**src/rtl/vga_ctrl_pkg.sv**
```systemverilog
// vga_ctrl_pkg: shared types and constants for the VGA screen controller.
// Holds the screen and request encodings, the 640x480 active window
// bounds inside the 800x525 raster, the sync pulse widths and the colour
// width, plus small helpers that give the request rules one definition.
package vga_ctrl_pkg;

    localparam int POS_W       = 10;
    localparam int RGB_W       = 12;

    localparam int H_ACT_FIRST = 144;
    localparam int H_ACT_LAST  = 783;
    localparam int V_ACT_FIRST = 35;
    localparam int V_ACT_LAST  = 514;

    localparam int H_SYNC_W    = 96;
    localparam int V_SYNC_W    = 2;

    typedef enum logic [1:0] {
        TITLE = 2'd0,
        PLAY  = 2'd1,
        WIN   = 2'd2,
        LOSE  = 2'd3
    } screen_e;

    // The encoding order is the request priority: a larger value wins.
    typedef enum logic [1:0] {
        REQ_NONE  = 2'd0,
        REQ_START = 2'd1,
        REQ_WIN   = 2'd2,
        REQ_LOSE  = 2'd3
    } req_e;

    // A request only means something from certain screens.
    function automatic logic req_legal(input req_e req, input screen_e scr);
        logic ok;
        ok = 1'b0;
        case (req)
            REQ_START: ok = (scr != PLAY);
            REQ_WIN:   ok = (scr == PLAY);
            REQ_LOSE:  ok = (scr == PLAY);
            default:   ok = 1'b0;
        endcase
        return ok;
    endfunction

    // Screen a request leads to once it is committed.
    function automatic screen_e req_target(input req_e req);
        screen_e scr;
        scr = TITLE;
        case (req)
            REQ_START: scr = PLAY;
            REQ_WIN:   scr = WIN;
            REQ_LOSE:  scr = LOSE;
            default:   scr = TITLE;
        endcase
        return scr;
    endfunction

    // True when a raster position lies inside the visible picture.
    function automatic logic in_active(input logic [POS_W-1:0] x,
                                       input logic [POS_W-1:0] y);
        return (x >= POS_W'(H_ACT_FIRST)) && (x <= POS_W'(H_ACT_LAST)) &&
               (y >= POS_W'(V_ACT_FIRST)) && (y <= POS_W'(V_ACT_LAST));
    endfunction

endpackage

```
**src/rtl/vga_screen_ctrl_if.sv**
```systemverilog
// vga_screen_ctrl_if: bus between the screen controller and the four
// screen generators. The controller (master) publishes the raster position,
// the frame-start strobe and the committed screen; each generator (slave)
// returns its colour one cycle after the position it was given.
interface vga_screen_ctrl_if;
    import vga_ctrl_pkg::*;

    logic [POS_W-1:0] x_o;
    logic [POS_W-1:0] y_o;
    logic             frame_start_o;
    screen_e          screen_o;

    logic [RGB_W-1:0] title_rgb_i;
    logic [RGB_W-1:0] play_rgb_i;
    logic [RGB_W-1:0] win_rgb_i;
    logic [RGB_W-1:0] lose_rgb_i;

    modport master (
        output x_o,
        output y_o,
        output frame_start_o,
        output screen_o,
        input  title_rgb_i,
        input  play_rgb_i,
        input  win_rgb_i,
        input  lose_rgb_i
    );

    modport slave (
        input  x_o,
        input  y_o,
        input  frame_start_o,
        input  screen_o,
        output title_rgb_i,
        output play_rgb_i,
        output win_rgb_i,
        output lose_rgb_i
    );

endinterface

```
**src/rtl/vga_screen_ctrl_timing.sv**
```systemverilog
// vga_timing_gen: the one raster counter of the display. Produces the
// x/y position, the frame-boundary strobe (last pixel of the last line),
// the frame-start strobe (first pixel of the first line) and the raw,
// undelayed active-low syncs for the current position.
module vga_timing_gen
    import vga_ctrl_pkg::*;
#(
    parameter int H_TOTAL = 800,
    parameter int V_TOTAL = 525
) (
    input  logic             clk,
    input  logic             clr,
    output logic [POS_W-1:0] x_o,
    output logic [POS_W-1:0] y_o,
    output logic             fb_o,
    output logic             frame_start_o,
    output logic             hsync_raw_o,
    output logic             vsync_raw_o
);

    logic [POS_W-1:0] x_q, x_d;
    logic [POS_W-1:0] y_q, y_d;
    logic             x_last;
    logic             y_last;

    // Next position: x wraps every line, y steps on the x wrap and wraps
    // on the same cycle when the frame ends.
    always_comb begin
        x_last = (x_q == POS_W'(H_TOTAL - 1));
        y_last = (y_q == POS_W'(V_TOTAL - 1));
        x_d    = x_last ? '0 : x_q + POS_W'(1);
        y_d    = y_q;
        if (x_last) begin
            y_d = y_last ? '0 : y_q + POS_W'(1);
        end
    end

    // Raster position registers.
    always_ff @(posedge clk or posedge clr) begin
        if (clr) begin
            x_q <= '0;
            y_q <= '0;
        end else begin
            x_q <= x_d;
            y_q <= y_d;
        end
    end

    assign x_o           = x_q;
    assign y_o           = y_q;
    assign fb_o          = x_last && y_last;
    assign frame_start_o = (x_q == '0) && (y_q == '0);
    assign hsync_raw_o   = (x_q >= POS_W'(H_SYNC_W));
    assign vsync_raw_o   = (y_q >= POS_W'(V_SYNC_W));

endmodule

```
**src/rtl/vga_screen_ctrl.sv**
```systemverilog
// vga_screen_ctrl: screen sequencer and VGA output arbiter.
// Owns the raster timing, latches game requests (lose > win > start) at
// any time and commits them only at the frame boundary, so a screen never
// changes mid-picture. The selected generator's colour is blanked outside
// the active window and registered together with the syncs so both reach
// the pins two cycles after the position they describe.
// Build option: define VGA_CTRL_AUTORET_EN to make WIN/LOSE fall back to
// TITLE after HOLD_FRAMES frames; without it they stay until a start.
module vga_screen_ctrl
    import vga_ctrl_pkg::*;
#(
    parameter int H_TOTAL     = 800,
    parameter int V_TOTAL     = 525,
    parameter int HOLD_FRAMES = 180
) (
    input  logic                    clk,
    input  logic                    clr,
    input  logic                    start_i,
    input  logic                    win_i,
    input  logic                    lose_i,
    vga_screen_ctrl_if.master       gen,
    output logic                    hsync,
    output logic                    vsync,
    output logic [3:0]              r,
    output logic [3:0]              g,
    output logic [3:0]              b
);

    // A zero-frame hold would return before the screen was ever shown.
    if (HOLD_FRAMES < 1) begin : g_bad_hold
        $error("vga_screen_ctrl: HOLD_FRAMES must be at least 1");
    end

    logic [POS_W-1:0] x_cnt;
    logic [POS_W-1:0] y_cnt;
    logic             fb;
    logic             frame_start;
    logic             hs_raw;
    logic             vs_raw;

    vga_timing_gen #(
        .H_TOTAL (H_TOTAL),
        .V_TOTAL (V_TOTAL)
    ) u_timing (
        .clk           (clk),
        .clr           (clr),
        .x_o           (x_cnt),
        .y_o           (y_cnt),
        .fb_o          (fb),
        .frame_start_o (frame_start),
        .hsync_raw_o   (hs_raw),
        .vsync_raw_o   (vs_raw)
    );

    screen_e screen_q;
    req_e    pend_q;
    req_e    new_req;
    logic    commit_ok;

`ifdef VGA_CTRL_AUTORET_EN
    localparam logic [15:0] HOLD_LAST = 16'(HOLD_FRAMES - 1);
    logic [15:0] hold_q;
    logic        in_end;
    assign in_end = (screen_q == WIN) || (screen_q == LOSE);
`endif

    // Pick the highest-priority request that is legal on the current screen,
    // and decide whether the pending one may still be applied.
    always_comb begin
        new_req = REQ_NONE;
        if (lose_i && req_legal(REQ_LOSE, screen_q)) begin
            new_req = REQ_LOSE;
        end else if (win_i && req_legal(REQ_WIN, screen_q)) begin
            new_req = REQ_WIN;
        end else if (start_i && req_legal(REQ_START, screen_q)) begin
            new_req = REQ_START;
        end
        commit_ok = req_legal(pend_q, screen_q);
    end

    // Screen FSM: requests accumulate in pend_q during the frame and are
    // committed on the boundary; a request seen on the boundary cycle
    // itself becomes the fresh pending entry for the next frame.
    always_ff @(posedge clk or posedge clr) begin
        if (clr) begin
            screen_q <= TITLE;
            pend_q   <= REQ_NONE;
`ifdef VGA_CTRL_AUTORET_EN
            hold_q   <= '0;
`endif
        end else if (fb) begin
            pend_q <= new_req;
            if (commit_ok) begin
                screen_q <= req_target(pend_q);
`ifdef VGA_CTRL_AUTORET_EN
                hold_q   <= '0;
            end else if (in_end && (hold_q == HOLD_LAST)) begin
                screen_q <= TITLE;
                hold_q   <= '0;
            end else if (in_end) begin
                hold_q   <= hold_q + 16'd1;
`endif
            end
        end else if (new_req > pend_q) begin
            pend_q <= new_req;
        end
    end

    logic [POS_W-1:0] x1_q;
    logic [POS_W-1:0] y1_q;
    logic             hs1_q;
    logic             vs1_q;
    logic [RGB_W-1:0] sel_rgb;
    logic [RGB_W-1:0] rgb_q;
    logic             hs_q;
    logic             vs_q;

    // Route the committed screen's generator colour.
    always_comb begin
        sel_rgb = '0;
        case (screen_q)
            TITLE:   sel_rgb = gen.title_rgb_i;
            PLAY:    sel_rgb = gen.play_rgb_i;
            WIN:     sel_rgb = gen.win_rgb_i;
            LOSE:    sel_rgb = gen.lose_rgb_i;
            default: sel_rgb = '0;
        endcase
    end

    // First delay stage: holds position and syncs for the cycle the
    // generators need to turn that position into a colour.
    always_ff @(posedge clk or posedge clr) begin
        if (clr) begin
            x1_q  <= '0;
            y1_q  <= '0;
            hs1_q <= 1'b0;
            vs1_q <= 1'b0;
        end else begin
            x1_q  <= x_cnt;
            y1_q  <= y_cnt;
            hs1_q <= hs_raw;
            vs1_q <= vs_raw;
        end
    end

    // Output registers: blank outside the window using the delayed position
    // so the colour and syncs on the pins describe the same pixel.
    always_ff @(posedge clk or posedge clr) begin
        if (clr) begin
            rgb_q <= '0;
            hs_q  <= 1'b0;
            vs_q  <= 1'b0;
        end else begin
            rgb_q <= in_active(x1_q, y1_q) ? sel_rgb : '0;
            hs_q  <= hs1_q;
            vs_q  <= vs1_q;
        end
    end

    assign gen.x_o           = x_cnt;
    assign gen.y_o           = y_cnt;
    assign gen.frame_start_o = frame_start;
    assign gen.screen_o      = screen_q;

    assign hsync = hs_q;
    assign vsync = vs_q;
    assign r     = rgb_q[11:8];
    assign g     = rgb_q[7:4];
    assign b     = rgb_q[3:0];

endmodule

```
**src/flat_wrapper.sv**
```systemverilog
// flat-port wrapper written by rule: the top's interface ports become plain ports
module vga_screen_ctrl_flat import vga_ctrl_pkg::*;
#(
    parameter int H_TOTAL     = 800,
    parameter int V_TOTAL     = 525,
    parameter int HOLD_FRAMES = 180
)
  (clk, clr, start_i, win_i, lose_i, hsync, vsync, r, g, b, gen_x_o, gen_y_o, gen_frame_start_o, gen_screen_o, gen_title_rgb_i, gen_play_rgb_i, gen_win_rgb_i, gen_lose_rgb_i);
  vga_screen_ctrl_if gen_i ();
  input  logic clk;
  input  logic clr;
  input  logic start_i;
  input  logic win_i;
  input  logic lose_i;
  output logic hsync;
  output logic vsync;
  output logic [3:0] r;
  output logic [3:0] g;
  output logic [3:0] b;
  output wire logic [$bits(gen_i.x_o)-1:0] gen_x_o;
  output wire logic [$bits(gen_i.y_o)-1:0] gen_y_o;
  output wire logic [$bits(gen_i.frame_start_o)-1:0] gen_frame_start_o;
  output wire logic [$bits(gen_i.screen_o)-1:0] gen_screen_o;
  input wire logic [$bits(gen_i.title_rgb_i)-1:0] gen_title_rgb_i;
  input wire logic [$bits(gen_i.play_rgb_i)-1:0] gen_play_rgb_i;
  input wire logic [$bits(gen_i.win_rgb_i)-1:0] gen_win_rgb_i;
  input wire logic [$bits(gen_i.lose_rgb_i)-1:0] gen_lose_rgb_i;
  assign gen_x_o = gen_i.x_o;
  assign gen_y_o = gen_i.y_o;
  assign gen_frame_start_o = gen_i.frame_start_o;
  assign gen_screen_o = gen_i.screen_o;
  assign gen_i.title_rgb_i = gen_title_rgb_i;
  assign gen_i.play_rgb_i = gen_play_rgb_i;
  assign gen_i.win_rgb_i = gen_win_rgb_i;
  assign gen_i.lose_rgb_i = gen_lose_rgb_i;
  vga_screen_ctrl #(.H_TOTAL(H_TOTAL), .V_TOTAL(V_TOTAL), .HOLD_FRAMES(HOLD_FRAMES)) u_core (.clk(clk), .clr(clr), .start_i(start_i), .win_i(win_i), .lose_i(lose_i), .gen(gen_i), .hsync(hsync), .vsync(vsync), .r(r), .g(g), .b(b));
endmodule
```
**config.mk**
```make
export PLATFORM = sky130hd
export DESIGN_NAME = vga_screen_ctrl_flat
export DESIGN_NICKNAME = d
export VERILOG_FILES = /design/src/rtl/vga_ctrl_pkg.sv /design/src/rtl/vga_screen_ctrl_if.sv /design/src/rtl/vga_screen_ctrl_timing.sv /design/src/rtl/vga_screen_ctrl.sv /design/src/flat_wrapper.sv
export SDC_FILE = /design/constraint.sdc
export NUM_CORES = 1
export LEC_CHECK = 0
export CORE_MARGIN = 10
export CORE_UTILIZATION = 40
export CTS_CLUSTER_SIZE = 14
export DETAILED_ROUTE_END_ITERATION = 10
export PLACE_DENSITY = 0.73
export SKIP_CTS_REPAIR_TIMING = 1
export SLEW_MARGIN = 20
export SYNTH_ARGS = -nofsm -noshare
export SYNTH_HDL_FRONTEND = slang
export SYNTH_SLANG_ARGS = --single-unit
```
**constraint.sdc**
```tcl
create_clock -name clk -period 2.44 [get_ports clk]
set_input_delay 0.244 -clock clk [delete_from_list [all_inputs] [get_ports clk]]
set_output_delay 0.244 -clock clk [all_outputs]
set_load 0.05 [all_outputs]
```
Yosys cells after proc, flatten, opt, wreduce, memory -nomap -nowiden
Index checks and enable logic that the tools add are counted.

word-level totals
  bits in registers = 60
  output and inout port bits = 37
  logic and storage cells = 57

cells by class
  $add $sub $neg = 2
  order comparisons = 7
  eq/ne operators = 9
  muxes and demuxes = 14
  reductions and logical operators = 14

operators by type and width
  cell                     number
  $pmux W12 S4             1
  $add A10 B1 Y10 const B  2
  $eq A10 B10 Y1 const B   2
  $le A10 B10 Y1 const B   2
  $logic_not A10 Y1        2
  $mux W10                 2
  $mux W12                 1
  $ge A10 B2 Y1 const B    1
  $ge A10 B6 Y1 const B    1
  $ge A10 B7 Y1 const B    1
  $ge A10 B8 Y1 const B    1
  $eq A2 B2 Y1 const B     4
  $logic_and A1 B1 Y1      8
  $mux W2                  4
  $pmux W2 S3              1
  $eq A2 B1 Y1 const B     2
  $mux W1                  4
  $gt A2 B2 Y1             1
  $logic_not A2 Y1         1
  $ne A2 B1 Y1 const B     1
  $pmux W1 S2              1
  $reduce_and A2 Y1        1
  $reduce_bool A2 Y1       1
  $reduce_or A2 Y1         1

Logic depth before layout (Yosys ltp)
Gate-level depths: netlist (run 1).

  word-level depth = 13
  mapped depth = 9
  mapped depth without buffers = 7

By module
From an unflattened synthesis (run 1), not the netlist that was laid out.

unflattened totals
  cell total of the unflattened synthesis = 215
  area total of the unflattened synthesis = 2608.8 µm²

by module, submodules not included
  module           instances  cells an instance  area an instance (µm²)  sequential area each (µm²)
  vga_screen_ctrl  1          100                1520.2                  900.9
  vga_timing_gen   1          115                1088.5                  500.5

Worst setup path after synthesis (run 1)
Ideal clock, no wire load.

  path kind = register -> register
  start point = register u_core.screen_q[0], in the netlist u_core.gen.screen_o[0]
  end point = register u_core.pend_q[1]
  data arrival time = 2309 ps
  setup slack = 7 ps
  cell stages (with the launch flop) = 10
  period minus slack after synthesis = 2433 ps
  cell sequence = dfrtp_1 buf_2 buf_2 nand2b_1 mux2i_1 ha_1 nand2_1 o21ai_0 o21ai_1 mux2_2

on the way
  longest elaborated chain between the ends = 9

ends and longest elaborated chain
  what                                 line                    source
  start, declared                      vga_screen_ctrl.sv:55   screen_e screen_q;
  start signal, assigned               vga_screen_ctrl.sv:94   screen_q <= req_target(pend_q);
  $ne A2 B1 Y1                         vga_ctrl_pkg.sv:38      REQ_START: ok = (scr != PLAY);
  $mux W1                              vga_screen_ctrl.sv:73   end else if (win_i && req_legal(REQ_WIN, screen_q)) begin
  $mux W1                              vga_screen_ctrl.sv:71   if (lose_i && req_legal(REQ_LOSE, screen_q)) begin
  $logic_and A1 B1 Y1                  vga_screen_ctrl.sv:75   end else if (start_i && req_legal(REQ_START, screen_q)) begin
  $mux W1                              vga_screen_ctrl.sv:75
  $mux W2                              vga_screen_ctrl.sv:73
  $mux W2 (*)                          vga_screen_ctrl.sv:71
  $gt A2 B2 Y1                         vga_screen_ctrl.sv:104  end else if (new_req > pend_q) begin
  $reduce_bool A2 Y1 (no source line)  --
  end signal, assigned                 vga_screen_ctrl.sv:92   pend_q <= new_req;
  end signal, assigned                 vga_screen_ctrl.sv:105  pend_q <= new_req;
  end, declared                        vga_screen_ctrl.sv:56   req_e pend_q;

Every way passes the cells marked *; elsewhere a longest branch is shown, timed or not. The select of a mux whose other input is x is not followed.
A chain may end at the register's enable or synchronous reset.

Worst setup path in the final report (run 1)
  start point = register u_core.u_timing.y_q[5], in the netlist u_core.u_timing.y_o[5]
  end point = output gen_frame_start_o

on the way
  longest elaborated chain between the ends = 2

ends and longest elaborated chain
  what                    line                          source
  start, declared         vga_screen_ctrl_timing.sv:22  logic [POS_W-1:0] y_q, y_d;
  start signal, assigned  vga_screen_ctrl_timing.sv:45  y_q <= y_d;
  $logic_not A10 Y1       vga_screen_ctrl_timing.sv:52  assign frame_start_o = (x_q == '0) && (y_q == '0);
  $logic_and A1 B1 Y1     vga_screen_ctrl_timing.sv:52
  end, declared           flat_wrapper.sv:22            output wire logic [$bits(gen_i.frame_start_o)-1:0] gen_frame_start_o;

No other way between the ends.

==> results of run 1 <==
## final cells by class
cell class	instances	area (um2)
Fill cell	568	2660
Multi-Input combinational cell	135	1110
Clock inverter	2	16.3
Inverter	9	33.8
Sequential cell	56	1400
Tap cell	77	96.3
Timing Repair Buffer	93	918
Clock buffer	6	72.6
## state kept, by name, indices dropped and copies added (netlist names), 2 cells and up
register,flops
u_core.gen.screen_o,2
u_core.u_timing.y_o,10
u_core.y1_q,10
u_core.pend_q,2
u_core.x1_q,6
u_core.rgb_q,12
u_core.u_timing.x_o,10
## logic make-up after synthesis
group / synth area share, %
muxes: 12.1
buffers and inverters: 2.99
and+or+nand+nor: 17.1
adders and majority gates: 3.38
AOI/OAI and AO/OA: 7.34
xor gates and xnor gates: 3.04
DFF: 54.1
## final timing paths
path,endpoint,startpoint,slack (ns)
worst max-delay path,gen_frame_start_o,u_core.u_timing.y_o[5]$_DFFE_PP0N_,0.39
worst min register to register,u_core.vsync$_DFF_PP0_,u_core.vs1_q$_DFF_PP0_,0.36
worst min-delay path,u_core.vsync$_DFF_PP0_,u_core.vs1_q$_DFF_PP0_,0.36
worst max register to register,u_core.u_timing.y_o[8]$_DFFE_PP0N_,u_core.u_timing.x_o[0]$_DFF_PP0_,0.44
min in group asynchronous,u_core.vsync$_DFF_PP0_,clr,0.44
max in group asynchronous,u_core.rgb_q[10]$_DFF_PP0_,clr,1.56
## through the flow
step	instances	setup WS, ns	hold slack (ns)	util [%]
detailed placement	370	0.446	0.335	56.4
floorplan	208	0.00676	0.331	-
CTS	378	0.380	0.357	57.8
global route	378	0.228	0.363	57.8
global placement	370	0.496	0.332	56.4
finish	378	0.385	0.355	57.8
## routing by layer
layer,global-route usage [%],share of wire (%),wire [um],up-vias
li1,-,-,-,952
met1,15.1,39,2590,937
met2,22.5,56,3710,31
met3,2.33,3.1,206,6
met4,4.57,1.3,85,0
met5,0,0,0,-
## cells in the mapped netlist (all sizes together), types with 4 or more instances
cell | count | area [um2]
nor2b | 14 | 87.6
mux4 | 12 | 270
nand3 | 13 | 70.1
nor3 | 7 | 35.0
ha | 7 | 87.6
nor2 | 11 | 41.3
a21oi | 6 | 30.0
o21ai | 8 | 40.0
xor2 | 4 | 35.0
dfrtp | 56 | 1400
buf | 5 | 31.3
inv | 9 | 33.8
xnor2 | 5 | 43.8
o31ai | 5 | 37.5
nand2 | 6 | 22.5
## power groups by stage
stage | sequential [mW] | clock, mW | combinational [mW]
2_1_floorplan | 0.961 | 0 | 0.0691
3_3_place_gp | 0.964 | 0 | 0.161
3_5_place_dp | 0.965 | 0 | 0.167
4_1_cts | 0.947 | 0.511 | 0.167
5_1_grt | 0.948 | 0.543 | 0.178
6_report | 0.946 | 0.501 | 0.163
## cells in the final DEF (no fill, tap or decap), types with 4 or more instances in the layout
cell type / n
xor2_1: 4
buf_4: 5
o21ai_0: 7
inv_1: 8
a21oi_1: 6
xnor2_1: 5
nor2_1: 11
dfrtp_1: 56
o31ai_1: 5
ha_1: 7
nand3_1: 12
nand2_1: 6
nor3_1: 7
nor2b_1: 14
clkbuf_8: 5
mux4_2: 12
clkdlybuf4s50_1: 88
==> impl_metrics.yaml, run 1 <==
status:
  status: "completed"
power:
  clock_power_share_pct: 31.1
  p_sw_mw: 0.360
  intPower_mw: 1.25
  power_leakage_nw: 1.53
  pwr-share-seq_pct: 58.7
  ir_drop_v: 0.000199
  switching_share_pct: 22.4
  cellPowerDensity_mw_per_mm2: 441
  comb_power_share_pct: 10.1
  design_power_total_mw: 1.61
synthesis:
  synth_cells: 208
  synthFlopType: "dfrtp_1"
  synth_edf_count: 0
  syn-num-nets: 268
  ys_ff_latch: 56
  yosysWarnings: 0
  synth_cell_types: 43
  syn_area_per_cell_um2: 12.5
  syn-cell-area_mm2: 0.00259
  ys_async_sr_fraction_pct: 100
  yosysSeqAreaShare_pct: 54.1
timing:
  drv_slew: 0
  tightest_slew_ns: 0.682
  setup_viol: 0
  worst_clock_skew_ns: 0.00438
  slew_headroom_pct: 54.5
  report.final.hold_viol_count: 0
  fmax_mhz: 487
  rsz0062_at_grt: "false"
  layout_min_cycle_time_ns: 2.05
  fin_crit_sh_pct: 84.2
  fin_setup_tns_ns: 0
worst_setup_path:
  endpoint_kind: "primary output"
  cp.arrival_ns: 1.81
  crit_chain: "nor4_1, nand3b_1, nor2_1, buf_4"
  cp-start-kind: "flop"
  slowest_delay_ns: 0.49
  critical_path.max_fanout: 7
  reg2regPathDepth: 5
  timing_worst_setup_path_type: "flop to primary output"
  crit_required_ns: 2.20
  crit_family: "simple AND/OR/NAND/NOR gates"
  critical_path.slowest_cell: "nor4_1"
  cp_num_buf_inv: 1
  worst-path-stages: 4
route:
  drt-vias-per-instance: 5.10
  drt_first_iter_violations: 108
  routed_wl_um: 6590
  vias: 1926
  wire_per_inst_um: 17.4
  ant_nets: 0
  firstDrtPassIters: 4
  drc: 0
die:
  die_x_um: 100
  ios: 90
  start_util_pct: 41.0
  core_mm2: 0.00631
  die_area_mm2: 0.0101
  fp.dieH_um: 100
  rows: 29
grt:
  grtUsageTotal_pct: 12.8
  grt_pass1_vias: 1936
  overflow: 0
  antenna_found_initial: 0
  grt_pass1_wl_um: 10200
  grt_max_degree: 57
finish:
  antenna_cells: 0
  nets: 360
  synthToLayoutAreaGrowth_pct: 40.9
  finalInstanceArea_mm2: 0.00365
  layout-drive-gt1-share_pct: 9.97
min_path:
  hold_depth: 0
  min_path_type: "flop to flop"
clock_network:
  cts_tree: "built"
  clkLatencyLatePin_ns: 0.31
  numCtsBuffers: 5
  clockBufferDepth: 2
  cts_max_level: 2
  clkTransAtPathRegs_ns: 0.09
  cts.sinks: 56
  cts_root_buf: "clkbuf_8"
placed_design:
  dp_hpwl_um: 5280
  place_area_mm2: 0.00356
  portBuffers: 89
  globalplace.congestion: 0.823
flow_run:
  cap_violations: 0
(Power assumes the default switching activity.)
==> run 2, diff against run 1 <==
==> constraint.sdc (replaced) <==
create_clock -name clk -period 2.05 [get_ports clk]
set_input_delay 0.205 -clock clk [delete_from_list [all_inputs] [get_ports clk]]
set_output_delay 0.205 -clock clk [all_outputs]
set_load 0.05 [all_outputs]
==> impl_metrics.yaml, run 2 (same netlist as run 1, synthesis figures left out) <==
placed_design:
  globalplace.congestion: 0.857
  pre_cts_ws_ns: 0.148
  place_area_mm2: 0.00370
  portBuffers: 89
  dp_hpwl_um: 5450
route:
  vias: 2027
  drt-vias-per-instance: 5.17
  drt_first_iter_violations: 53
  drc: 0
  routed_wl_um: 6720
  firstDrtPassIters: 4
  ant_nets: 0
  wire_per_inst_um: 17.1
die:
  die_area_mm2: 0.0101
  rows: 29
  fp.dieH_um: 100
  core_mm2: 0.00631
  ios: 90
  start_util_pct: 41.0
  die_x_um: 100
clock_network:
  clkTransAtPathRegs_ns: 0.10
  cts.sinks: 56
  clockBufferDepth: 2
  cts_tree: "built"
  numCtsBuffers: 5
  cts_max_level: 2
  clkLatencyLatePin_ns: 0.31
  cts_root_buf: "clkbuf_8"
finish:
  nets: 374
  layout_commonest_cell: "clkdlybuf4s50_1"
  antenna_cells: 0
  seqCellArea_mm2: 0.00141
  layout-drive-gt1-share_pct: 17.1
  largest_reg_flops: 12
  largest_register: "u_core.rgb_q"
  mostFrequentLayoutCells: "clkdlybuf4s50_1, dfrtp_1, buf_4, nor2b_1"
  finalInstanceArea_mm2: 0.00380
  multi_input_area_mm2: 0.00113
  num-fill-cells: 526
  synthToLayoutAreaGrowth_pct: 46.8
timing:
  worst_clock_skew_ns: 0.00561
  fin_crit_sh_pct: 95.9
  rsz0062_at_grt: "false"
  layout_min_cycle_time_ns: 1.97
  tightest_slew_ns: 0.552
  slew_headroom_pct: 62.2
  drv_slew: 0
  fmax_mhz: 509
  finalWorstSetupSlack_ns: 0.0835
  report.final.hold_viol_count: 0
  setup_viol: 0
worst_setup_path:
  cp.arrival_ns: 1.76
  timing_worst_setup_path_type: "flop to primary output"
  crit_required_ns: 1.85
  endpoint_kind: "primary output"
  cp-start-kind: "flop"
  critical_path.max_fanout: 16
min_path:
  min_path_type: "input pin to async pin"
power:
  design_power_total_mw: 1.93
  power_leakage_nw: 1.62
  cellPowerDensity_mw_per_mm2: 508
  ir_drop_v: 0.000419
grt:
  antenna_found_initial: 0
  overflow: 0
  grt_max_degree: 23
  grt_pass1_vias: 2035
  grt_pass1_wl_um: 10600
  grtUsageTotal_pct: 13.0
flow_run:
  cap_violations: 0
status:
  status: "completed"
-- run 2: cell types whose count changed in the layout (fill, tap and decap cells not counted), sizes merged --
cell | previous run | this run
inv | 9 | 10
clkinv | 1 | 2
buf | 5 | 20
clkdlybuf4s50 | 88 | 87
clkinvlp | 1 | 0
clkbuf | 6 | 5
-- run 2: worst paths after layout --
path,from,end,slack (ns),cells past startpoint
worst min register to register,u_core.vs1_q$_DFF_PP0_,u_core.vsync$_DFF_PP0_,0.35,0
worst max-delay path,u_core.gen.screen_o[1]$_DFFE_PP0P_,gen_screen_o[1],0.08,2
min in group clk,u_core.vs1_q$_DFF_PP0_,u_core.vsync$_DFF_PP0_,0.35,0
worst min-delay path,clr,u_core.u_timing.y_o[7]$_DFFE_PP0N_,0.23,2
worst max register to register,u_core.u_timing.x_o[0]$_DFF_PP0_,u_core.u_timing.y_o[8]$_DFFE_PP0N_,0.15,5
max in group asynchronous,clr,u_core.u_timing.x_o[1]$_DFF_PP0_,1.32,3
-- run 2: cell type report --
cell class                      instances  area share (%)
Inverter                                9           0.888
Clock inverter                          3           0.592
Multi-Input combinational cell        135            29.7
Timing Repair Buffer                  107            27.5
Sequential cell                        56            37.0
Clock buffer                            5            1.81
Tap cell                               77            2.53
-- run 2: power by group --
part / switching (mW) / internal [mW] / leakage (nW)
Combinational: 0.0649 / 0.136 / 0.819
Sequential: 0.0113 / 1.11 / 0.748
Clock: 0.361 / 0.246 / 0.0485
Total: 0.437 / 1.50 / 1.62
-- run 2: critical path, cell delays in order, from the launching register on --
cell             delay [ns]
dfrtp_2                0.37
buf_4                  0.23
clkdlybuf4s50_1        0.85
-- run 2: per-stage QoR --
step	hold slack [ns]	TNS, ns	util, %	std cells
finish	0.225	0	60.2	392
global route	0.265	0	60.2	392
CTS	0.240	0	60.1	392
detailed placement	0.336	0	58.7	384
global placement	0.333	0	58.7	384
floorplan	0.331	-0.0479	-	208
-- run 2: per-layer routing --
metal / GRT usage [%] / vias up / wire [um] / part of all wire, %
met5: 0 / - / 0 / 0
li1: - / 972 / - / -
met2: 23.1 / 33 / 3710 / 55
met4: 3.91 / 0 / 77 / 1.1
met3: 2.19 / 7 / 216 / 3.2
met1: 15.7 / 1015 / 2720 / 40
==> run 3, diff against run 2 <==
--- a/config.mk
+++ b/config.mk
@@ -10,6 +10,7 @@
 export CTS_CLUSTER_SIZE = 14
 export DETAILED_ROUTE_END_ITERATION = 10
 export PLACE_DENSITY = 0.73
+export RECOVER_POWER = 25
 export SKIP_CTS_REPAIR_TIMING = 1
 export SLEW_MARGIN = 20
 export SYNTH_ARGS = -nofsm -noshare
==> impl_metrics.yaml, run 3 (same netlist as run 1, synthesis figures left out) <==
clock_network:
  numCtsBuffers: 5
  clkLatencyLatePin_ns: 0.31
  cts_tree: "built"
  cts_max_level: 2
  cts.sinks: 56
  clkTransAtPathRegs_ns: 0.10
  clockBufferDepth: 2
  cts_root_buf: "clkbuf_8"
finish:
  layout_commonest_cell: "clkdlybuf4s50_1"
  antenna_cells: 0
  largest_register: "u_core.rgb_q"
  mostFrequentLayoutCells: "clkdlybuf4s50_1, dfrtp_1, buf_4, nor2b_1"
  post-route-util_pct: 60.1
  layout-drive-gt1-share_pct: 16.2
  largest_reg_flops: 12
  nets: 374
  stdcell_count: 392
  num-fill-cells: 528
  synthToLayoutAreaGrowth_pct: 46.5
placed_design:
  dp_hpwl_um: 5450
  portBuffers: 89
  dp_cells: 384
  globalplace.congestion: 0.857
worst_setup_path:
  crit_family: "buffers and inverters"
  worst-path-stages: 2
  endpoint_kind: "primary output"
  crit_chain: "clkbuf_1, clkdlybuf4s50_1"
  cp-start-kind: "flop"
  reg2regPathDepth: 5
  critical_path.slowest_cell: "clkdlybuf4s50_1"
  r2r_setup_slack_ns: 0.15
  crit_required_ns: 1.85
  critical_path.max_fanout: 5
  cp.arrival_ns: 1.78
  cp_num_buf_inv: 2
  endpoint: "gen_y_o[8]"
  crit_start: "u_core.u_timing.y_o[8]$_DFFE_PP0N_"
  r2r_start: "u_core.u_timing.x_o[0]$_DFF_PP0_"
  timing_worst_setup_path_type: "flop to primary output"
  timing.rr.end: "u_core.u_timing.y_o[8]$_DFFE_PP0N_"
  slowest_delay_ns: 0.87
timing:
  tightest_slew_ns: 0.825
  rsz0062_at_grt: "false"
  slew_headroom_pct: 45.0
  layout_min_cycle_time_ns: 1.99
  fmax_mhz: 503
  setup_viol: 0
  report.final.hold_viol_count: 0
  fin_crit_sh_pct: 96.9
  drv_slew: 0
  worst_clock_skew_ns: 0.00517
power:
  cellPowerDensity_mw_per_mm2: 509
  ir_drop_v: 0.000419
  power_leakage_nw: 1.61
min_path:
  min_path_type: "flop to flop"
  min_from: "u_core.vs1_q$_DFF_PP0_"
route:
  drc: 0
  wire_per_inst_um: 17.1
  drt-vias-per-instance: 5.16
  routed_wl_um: 6720
  firstDrtPassIters: 4
  vias: 2021
  drt_first_iter_violations: 54
  ant_nets: 0
status:
  status: "completed"
die:
  rows: 29
  fp.dieH_um: 100
  start_util_pct: 41.0
  die_x_um: 100
  die_area_mm2: 0.0101
  core_mm2: 0.00631
  ios: 90
grt:
  antenna_found_initial: 0
  overflow: 0
  grt_max_degree: 23
  grtUsageTotal_pct: 13.0
  grt_pass1_wl_um: 10600
  grt_pass1_vias: 2035
flow_run:
  cap_violations: 0
[run 3: cell types whose count changed in the layout (fill, tap and decap cells not counted), sizes merged]
| cell | delta |
|---|---|
| clkbuf | +2 |
| dlygate4sd3 | +1 |
| clkdlybuf4s50 | -1 |
| buf | -2 |
[run 3: worst min-delay path by stage]
stage,endpoint,cells after the start
after global routing,u_core.hsync$_DFF_PP0_,0
after floorplan,u_core.hsync$_DFF_PP0_,0
after CTS,u_core.y1_q[5]$_DFF_PP0_,2
after global placement,u_core.hsync$_DFF_PP0_,0
final,u_core.vsync$_DFF_PP0_,0
after detailed placement,u_core.hsync$_DFF_PP0_,0
[run 3: power breakdown]
group | internal (mW) | switching (mW)
logic | 0.135 | 0.0648
clock network | 0.246 | 0.360
registers | 1.11 | 0.0111
total | 1.49 | 0.436
[run 3: area by class of cell]
| cell class | count | area (um2) | share of cell area (%) |
|---|---|---|---|
| sequential | 56 | 1410 | 37.1 |
| inverter | 9 | 33.8 | 0.890 |
| multi-input combinational | 135 | 1130 | 29.7 |
| timing repair buffer | 107 | 1040 | 27.4 |
| clock buffer | 5 | 68.8 | 1.81 |
| clock inverter | 3 | 22.5 | 0.593 |
| tap | 77 | 96.3 | 2.54 |
[run 3: layer usage]
layer  routed length, um  up-vias  part of all wire (%)  track usage, %
met1                2750     1009                    41            15.7
met4                  77        0                   1.1            3.91
li1                    -      971                     -               -
met2                3700       34                    55            23.1
met5                   0        -                     0               0
met3                 183        7                   2.7            2.19
[run 3: through the flow]
step | hold WS (ns) | setup TNS [ns] | worst slack [ns] | instance area, um2 | power, mW
after detailed placement | 0.336 | 0 | 0.148 | 3700 | 1.35
after CTS | 0.240 | 0 | 0.0354 | 3790 | 1.96
after global placement | 0.333 | 0 | 0.196 | 3700 | 1.34
after global routing | 0.363 | 0 | 0.00783 | 3800 | 2.02
final | 0.355 | 0 | 0.0636 | 3800 | 1.93
after floorplan | 0.331 | -0.0479 | -0.0479 | 2620 | 1.23
